$ cat src/rtl/arb_pkg.sv
// Shared types and helpers for the round-robin arbiters feeding the one-hot encoders.
// Pure declarations: no state, no timing.
package arb_pkg;

    localparam int ARB_N     = 4;
    localparam int ARB_PTR_W = $clog2(ARB_N);

    typedef enum logic {
        IDLE  = 1'b0,
        GRANT = 1'b1
    } arb_state_t;

    // First requester at or after ptr (circularly), as a one-hot vector; zero if none.
    function automatic logic [ARB_N-1:0] rr_pick(
        input logic [ARB_N-1:0]     req,
        input logic [ARB_PTR_W-1:0] ptr
    );
        logic [ARB_N-1:0]     pick;
        logic [ARB_PTR_W-1:0] idx;
        pick = '0;
        for (int k = ARB_N - 1; k >= 0; k--) begin
            idx = ptr + ARB_PTR_W'(k);
            if (req[idx]) begin
                pick      = '0;
                pick[idx] = 1'b1;
            end
        end
        return pick;
    endfunction

endpackage

$ cat src/rtl/rr_mask_pick.sv
// Purpose: combinational round-robin pick; rotate by ptr, isolate lowest bit, rotate back.
// Latency: 0 cycles (pure combinational).
// Backpressure: none; output follows req/ptr directly. N must be a power of two.
module rr_mask_pick #(
    parameter int N  = 4,
    parameter int PW = $clog2(N)
) (
    input  logic [N-1:0]  req,
    input  logic [PW-1:0] ptr,
    output logic [N-1:0]  pick
);

    logic [N-1:0] rot;
    logic [N-1:0] rot_pick;

    always_comb begin
        for (int i = 0; i < N; i++) begin
            rot[i] = req[ptr + PW'(i)];
        end
        rot_pick = rot & (-rot);
        for (int j = 0; j < N; j++) begin
            pick[j] = rot_pick[PW'(j) - ptr];
        end
    end

endmodule

$ cat src/rtl/rr_onehot_arbiter.sv
// Purpose: round-robin arbiter producing a registered one-hot grant with a hold timeout.
// Latency: grant appears 1 clock after a request is seen in IDLE.
// Backpressure: owner keeps grant while its req stays high, up to MAX_HOLD cycles.
module rr_onehot_arbiter
    import arb_pkg::*;
#(
    parameter int N        = ARB_N,
    parameter int MAX_HOLD = 8
) (
    input  logic         clk,
    input  logic         rst_n,
    input  logic [N-1:0] req,
    output logic [N-1:0] gnt,
    output logic         gnt_vld,
    output logic         timeout
);

    localparam int PW = $clog2(N);
    localparam int CW = $clog2(MAX_HOLD + 1);
    localparam logic [CW-1:0] HOLD_LIMIT = CW'(MAX_HOLD);

    arb_state_t    state, state_nxt;
    logic [PW-1:0] ptr, ptr_nxt;
    logic [PW-1:0] owner, owner_nxt;
    logic [CW-1:0] hold_cnt, hold_cnt_nxt;
    logic [N-1:0]  gnt_nxt;
    logic          timeout_nxt;
    logic [N-1:0]  pick;
    logic [PW-1:0] pick_idx;

    rr_mask_pick #(
        .N  (N),
        .PW (PW)
    ) u_pick (
        .req  (req),
        .ptr  (ptr),
        .pick (pick)
    );

    always_comb begin
        pick_idx = '0;
        for (int i = 0; i < N; i++) begin
            if (pick[i]) begin
                pick_idx = PW'(i);
            end
        end
    end

    always_comb begin
        state_nxt    = state;
        ptr_nxt      = ptr;
        owner_nxt    = owner;
        hold_cnt_nxt = hold_cnt;
        gnt_nxt      = gnt;
        timeout_nxt  = 1'b0;
        case (state)
            IDLE: begin
                gnt_nxt = '0;
                if (|req) begin
                    gnt_nxt      = pick;
                    owner_nxt    = pick_idx;
                    hold_cnt_nxt = CW'(1);
                    state_nxt    = GRANT;
                end
            end
            GRANT: begin
                // Every release goes through IDLE so the encoder never sees overlap.
                if (!req[owner]) begin
                    gnt_nxt      = '0;
                    ptr_nxt      = owner + PW'(1);
                    hold_cnt_nxt = '0;
                    state_nxt    = IDLE;
                end else if (hold_cnt == HOLD_LIMIT) begin
                    gnt_nxt      = '0;
                    ptr_nxt      = owner + PW'(1);
                    hold_cnt_nxt = '0;
                    state_nxt    = IDLE;
                    timeout_nxt  = 1'b1;
                end else begin
                    hold_cnt_nxt = hold_cnt + CW'(1);
                end
            end
            default: begin
                gnt_nxt   = '0;
                state_nxt = IDLE;
            end
        endcase
    end

    always_ff @(posedge clk or negedge rst_n) begin
        if (!rst_n) begin
            state    <= IDLE;
            ptr      <= '0;
            owner    <= '0;
            hold_cnt <= '0;
            gnt      <= '0;
            gnt_vld  <= 1'b0;
            timeout  <= 1'b0;
        end else begin
            state    <= state_nxt;
            ptr      <= ptr_nxt;
            owner    <= owner_nxt;
            hold_cnt <= hold_cnt_nxt;
            gnt      <= gnt_nxt;
            gnt_vld  <= |gnt_nxt;
            timeout  <= timeout_nxt;
        end
    end

endmodule
$ cat config.mk
export PLATFORM = sky130hd
export DESIGN_NAME = rr_onehot_arbiter
export DESIGN_NICKNAME = d
export VERILOG_FILES = /design/src/rtl/arb_pkg.sv /design/src/rtl/rr_mask_pick.sv /design/src/rtl/rr_onehot_arbiter.sv
export SDC_FILE = /design/constraint.sdc
export NUM_CORES = 1
export LEC_CHECK = 0
export CAP_MARGIN = 10
export CORE_MARGIN = 2
export CORE_UTILIZATION = 47
export CTS_CLUSTER_DIAMETER = 30
export DETAILED_ROUTE_END_ITERATION = 12
export PLACE_DENSITY = 0.82
export SYNTH_ARGS = -nofsm -noshare
export SYNTH_HDL_FRONTEND = slang
export SYNTH_SLANG_ARGS = --single-unit
$ cat constraint.sdc
create_clock -name clk -period 2.52 [get_ports clk]
set_input_delay 0.504 -clock clk [delete_from_list [all_inputs] [get_ports clk]]
set_output_delay 0.504 -clock clk [all_outputs]
set_load 0.05 [all_outputs]
---- After elaboration in Yosys (flattened, before gate mapping) ----
Index checks and enable logic that the tools add are counted.
word-level totals
  bits in registers ....................... 15
  bits of input ports ..................... 6
  output and inout bits ................... 6
  logic and storage cells ................. 73
operators by class
  add/subtract/negate cells ............... 10
  order comparisons ....................... 9
  equality and inequality tests ........... 3
  muxes and demuxes ....................... 38
  bitwise gates (word level) .............. 2
  reductions and logical operators ........ 4
operators with widths
  cell                 count
  $lt 2x3->1 const B   9
  $mux 4               6
  $bmux 1 s2           9
  $mux 1               16
  $pmux 4 s2           2
  $mux 2               4
  $reduce_or 4->1      2
  $add 2x1->2 const B  2
  $add 2x2->2 const B  2
  $add 4x1->4 const B  1
  $and 4x4->4          1
  $eq 4x4->1 const B   1
  $neg 4->4            1
  $reduce_and 2->1     2
  $sub 1x2->2 const A  2
  $sub 2x2->2 const A  2
  $ne 2x1->1 const B   1
  $ne 2x2->1 const B   1
  $pmux 1 s2           1
  $not 1->1            1

---- Logic depth before layout (Yosys ltp) ----
  depth in word-level cells ............... 10
  depth in mapped cells ................... 7
  mapped depth without buffers ............ 7

---- Hierarchy ----
From an unflattened synthesis, not the netlist that was laid out.
second synthesis, totals
  cells, all modules ...................... 84
  area total of the unflattened synthesis .. 859.6 um^2
modules (own cells, without submodules)
  module             instances  cells an instance  area each (um^2)  seq. area each (um^2)
  rr_onehot_arbiter  1          66                 757.0             375.4
  rr_mask_pick       1          18                 102.6             0.0

---- Least setup slack after synthesis ----
No wires, ideal clock.
  kind .................................... input to register
  from .................................... input port req[2]
  to ...................................... register gnt_vld
  setup time .............................. 0.139 ns
  data arrival time ....................... 1.918 ns
  required time ........................... 2.381 ns
  setup slack ............................. 0.464 ns
  cell stages on the path ................. 5
  path buffers ............................ 0
  cells stage by stage .................... or4_4 > nand2b_4 > a21oi_2 > a32o_1 > or4_1
on the way
  longest elaborated chain between the ends .. 9
  elaborated cells on any way between the ends .. 25
  classes of those cells .................. 1 x add/sub; 21 x mux; 1 x bitwise; 2 x reduce/logical
ends and longest elaborated chain
  what                          RTL line                  RTL
  start: declaration            rr_onehot_arbiter.sv:12   input logic [N-1:0] req,
  $bmux 1 s2                    rr_mask_pick.sv:18        rot[i] = req[ptr + PW'(i)];
  $mux 1 (implied by the code)  rr_mask_pick.sv:18
  $neg 4->4                     rr_mask_pick.sv:20        rot_pick = rot & (-rot);
  $and 4x4->4                   rr_mask_pick.sv:20
  $bmux 1 s2                    rr_mask_pick.sv:22        pick[j] = rot_pick[PW'(j) - ptr];
  $mux 1 (implied by the code)  rr_mask_pick.sv:22
  $mux 4                        rr_onehot_arbiter.sv:59   if (|req) begin
  $pmux 4 s2 *                  rr_onehot_arbiter.sv:56   case (state)
  via gnt_nxt[0]                rr_onehot_arbiter.sv:26   logic [N-1:0] gnt_nxt;
  $reduce_or 4->1 *             rr_onehot_arbiter.sv:105  gnt_vld <= |gnt_nxt;
  end signal: assignment        rr_onehot_arbiter.sv:105
  end: declaration              rr_onehot_arbiter.sv:14   output logic gnt_vld,
Mark *: on every way through the listed nets, which the timed path passes. The rest lies on a longest branch. The select of a mux whose other input is x is not followed.
A chain may end at the register's enable or synchronous reset.

---- Worst setup path after layout ----
Ends and elaborated chain as after synthesis.

==> flow_metrics.py <==
metrics = {
    "place": {
        "dpl-instance-area_um2": 1010,
        "dp_cells": 117,
        "numPortBuffers": 11,
        "hpwl_um": 1280,
        "place.gp.congestion": 0.855,
    },
    "yosys": {
        "yosysWarningCount": 0,
        "synth_fp_nets": 91,
        "syn_area_um2": 828,
        "seq_area_frac_synth": 0.453,
        "ys_seq_elements": 15,
        "netlist_instances": 83,
        "yosys.cell_types.count": 32,
        "postSynthAreaPerCell_um2": 9.98,
    },
    "timing": {
        "fin_crit_sh": 0.890,
        "finalHoldViolations": 0,
        "slew_headroom": 0.570,
        "rsz0062_at_grt": "no",
        "worstMarginPinSlew_ps": 629,
        "drv_slew": 0,
        "period_needed_ps": 2240,
        "max_freq_ghz": 0.446,
        "setup_viol": 0,
        "tns_ps": 0,
        "clock_skew_ps": 2.27,
    },
    "layout": {
        "regArea_um2": 375,
        "num-fill-cells": 138,
        "layout-drive-gt1-share": 0.173,
        "area_growth_pct": 25.1,
        "final_area_um2": 1040,
        "fin_nets": 113,
        "n_antenna_cell": 0,
        "multi_input_area_um2": 420,
        "fin_cells": 121,
        "utilization": 0.613,
    },
    "worst_hold_path": {
        "hold_path.class": "reg2reg",
    },
    "clock_tree": {
        "cts_max_path_buffers": 2,
        "cts.sink_count": 15,
        "cts.hold.buffers_added": 0,
        "cts_made_buffers": 3,
        "clk_pin_slew_worst_paths_ps": 80,
        "clk_latency_ps": 280,
        "cts_tree": "done",
        "ctsResizeCount": 0,
        "postCtsSetupRepairBufs": 0,
        "h-tree-depth": 1,
        "cts_root_buffer": "clkbuf_4",
    },
    "power": {
        "power.total_w": 0.00118,
        "p_leak_nw": 0.506,
        "irDropWorstVdd_uv": 391,
        "power_density_nw_per_um2": 1140,
    },
    "setup_path": {
        "crit_arrival_ps": 2400,
        "critPathRequiredTime_ps": 2680,
        "path_max_fanout": 3,
        "worstReg2RegStart": "owner[1]",
        "regToRegEndpoint": "gnt_vld",
        "endpoint": "gnt_vld",
        "critPathKind": "in2reg",
        "crit_path_start_kind": "primary input",
        "worstRegToRegCells": 5,
        "crit_start": "req[2]",
        "end_kind": "register",
        "r2r_slack_ps": 530,
    },
    "grt": {
        "grt_max_degree": 16,
        "grt_pass1_vias": 643,
        "grt_pass1_wl_um": 2700,
        "grt_overflow_total": 0,
        "grt_usage": 0.185,
        "antenna_found_initial": 0,
    },
    "die": {
        "num_io_pins": 12,
        "rows": 15,
        "dieHeight_um": 46.0,
        "initial_utilization": 0.490,
        "core_area_um2": 1690,
        "die_x_um": 46.0,
        "die_area_um2": 2110,
    },
    "outcome": {
        "outcome": "finished clean",
    },
    "routing": {
        "drtIter0Drc": 18,
        "via_count": 723,
        "firstDrtPassIters": 5,
        "postRouteAntennaNets": 0,
        "route.detailed.drc": 0,
        "vias_per_cell": 5.98,
        "wl_per_cell_um": 14.5,
        "routed_wl_um": 1760,
    },
    "run": {
        "maxCapViolCount": 0,
    },
}
==> worst min path at each step <==
stage | startpoint | slack (ps) | cells past startpoint | endpoint
5_1_grt | hold_cnt[3] | 540 | 1 | hold_cnt[3]
3_3_place_gp | gnt[3] | 490 | 1 | gnt[3]
4_1_cts | gnt[3] | 520 | 1 | gnt[3]
6_report | hold_cnt[3] | 510 | 1 | hold_cnt[3]
3_5_place_dp | gnt[2] | 490 | 1 | gnt[2]
2_1_floorplan | rst_n | 210 | 0 | gnt[0]
==> metal layers <==
metal	wire [um]	share of wire	GRT usage	up-vias
li1	-	-	-	341
met1	754	0.43	0.228	353
met2	889	0.51	0.300	23
met3	78	0.044	0.0476	6
met4	31	0.018	0.0857	0
met5	0	0	0	-
==> cell usage after synthesis <==
cell type / n / area share
nand3b_1: 1 / 0.0091
a2111oi_0: 1 / 0.011
nand2b_4: 1 / 0.017
a21oi_1: 3 / 0.018
nand2_1: 6 / 0.027
xor2_1: 2 / 0.021
a21o_1: 5 / 0.045
a211o_2: 1 / 0.012
nor2b_1: 2 / 0.015
a22oi_1: 1 / 0.0091
a2bb2oi_2: 1 / 0.018
ha_1: 2 / 0.030
a32o_1: 1 / 0.012
buf_2: 2 / 0.012
mux2_2: 2 / 0.027
dfrtp_1: 15 / 0.45
a21oi_2: 1 / 0.011
mux2i_1: 3 / 0.036
nor2_1: 8 / 0.036
a211oi_1: 2 / 0.018
o21ai_0: 6 / 0.036
inv_1: 6 / 0.027
o32ai_1: 1 / 0.011
nand3_1: 1 / 0.0060
or4_4: 1 / 0.014
o22ai_1: 1 / 0.0076
or4_1: 1 / 0.0091
nor4bb_1: 1 / 0.012
nand2b_1: 1 / 0.0076
o211ai_1: 1 / 0.0091
nor3_1: 2 / 0.012
o2bb2ai_1: 1 / 0.011
==> worst max-delay path: stages <==
cell,delay (ps)
clkdlybuf4s50_1,440
or4_4,570
nand2b_4,90
a21oi_2,30
a32o_1,250
or4_1,510
==> layout make-up <==
type	count	share of cell area
well taps	17	0.0205
repair buffers	19	0.164
inverters	6	0.0217
flip-flops and latches	15	0.362
multi-input cells	60	0.406
clock buffers	4	0.0254
==> metrics by stage <==
| step | worst slack [ps] | hold WS, ps |
|---|---|---|
| finish | 278 | 513 |
| global route | 220 | 541 |
| CTS | 285 | 516 |
| detailed placement | -26.0 | 492 |
| global placement | 3.96 | 488 |
| floorplan | 464 | 208 |
==> kinds of logic after synthesis <==
kind of cell / synth area share
AOI/OAI and AO/OA: 0.228
and+or+nand+nor: 0.165
DFF: 0.453
buffers and inverters: 0.0393
muxes: 0.0634
xor gates and xnor gates: 0.0212
adders and majority gates: 0.0302
==> flip-flops by register name, indices dropped and copies added, names as in the netlist <==
register	flops
timeout	1
state	1
ptr	2
owner	2
hold_cnt	4
gnt	4
gnt_vld	1
==> placed cells by master, fill, tap and decap left out, types with 2 or more instances in the layout <==
cell type,synthesis,routed
clkbuf_4,0,3
o21ai_0,6,6
a211oi_1,2,2
mux2i_1,3,3
a21o_1,5,5
xor2_1,2,2
nor2b_1,2,2
nor3_1,2,2
buf_4,0,8
mux2_2,2,2
ha_1,2,2
inv_1,6,6
clkdlybuf4s50_1,0,11
dfrtp_1,15,15
a21oi_1,3,3
nor2_1,8,8
nand2_1,6,6
==> power breakdown <==
group	switching (W)	internal (W)	total [W]
clock	0.0000749	0.0000616	0.000136
combinational	0.000306	0.000281	0.000587
sequential	0.000127	0.000325	0.000453
(Power assumes the default switching activity.)
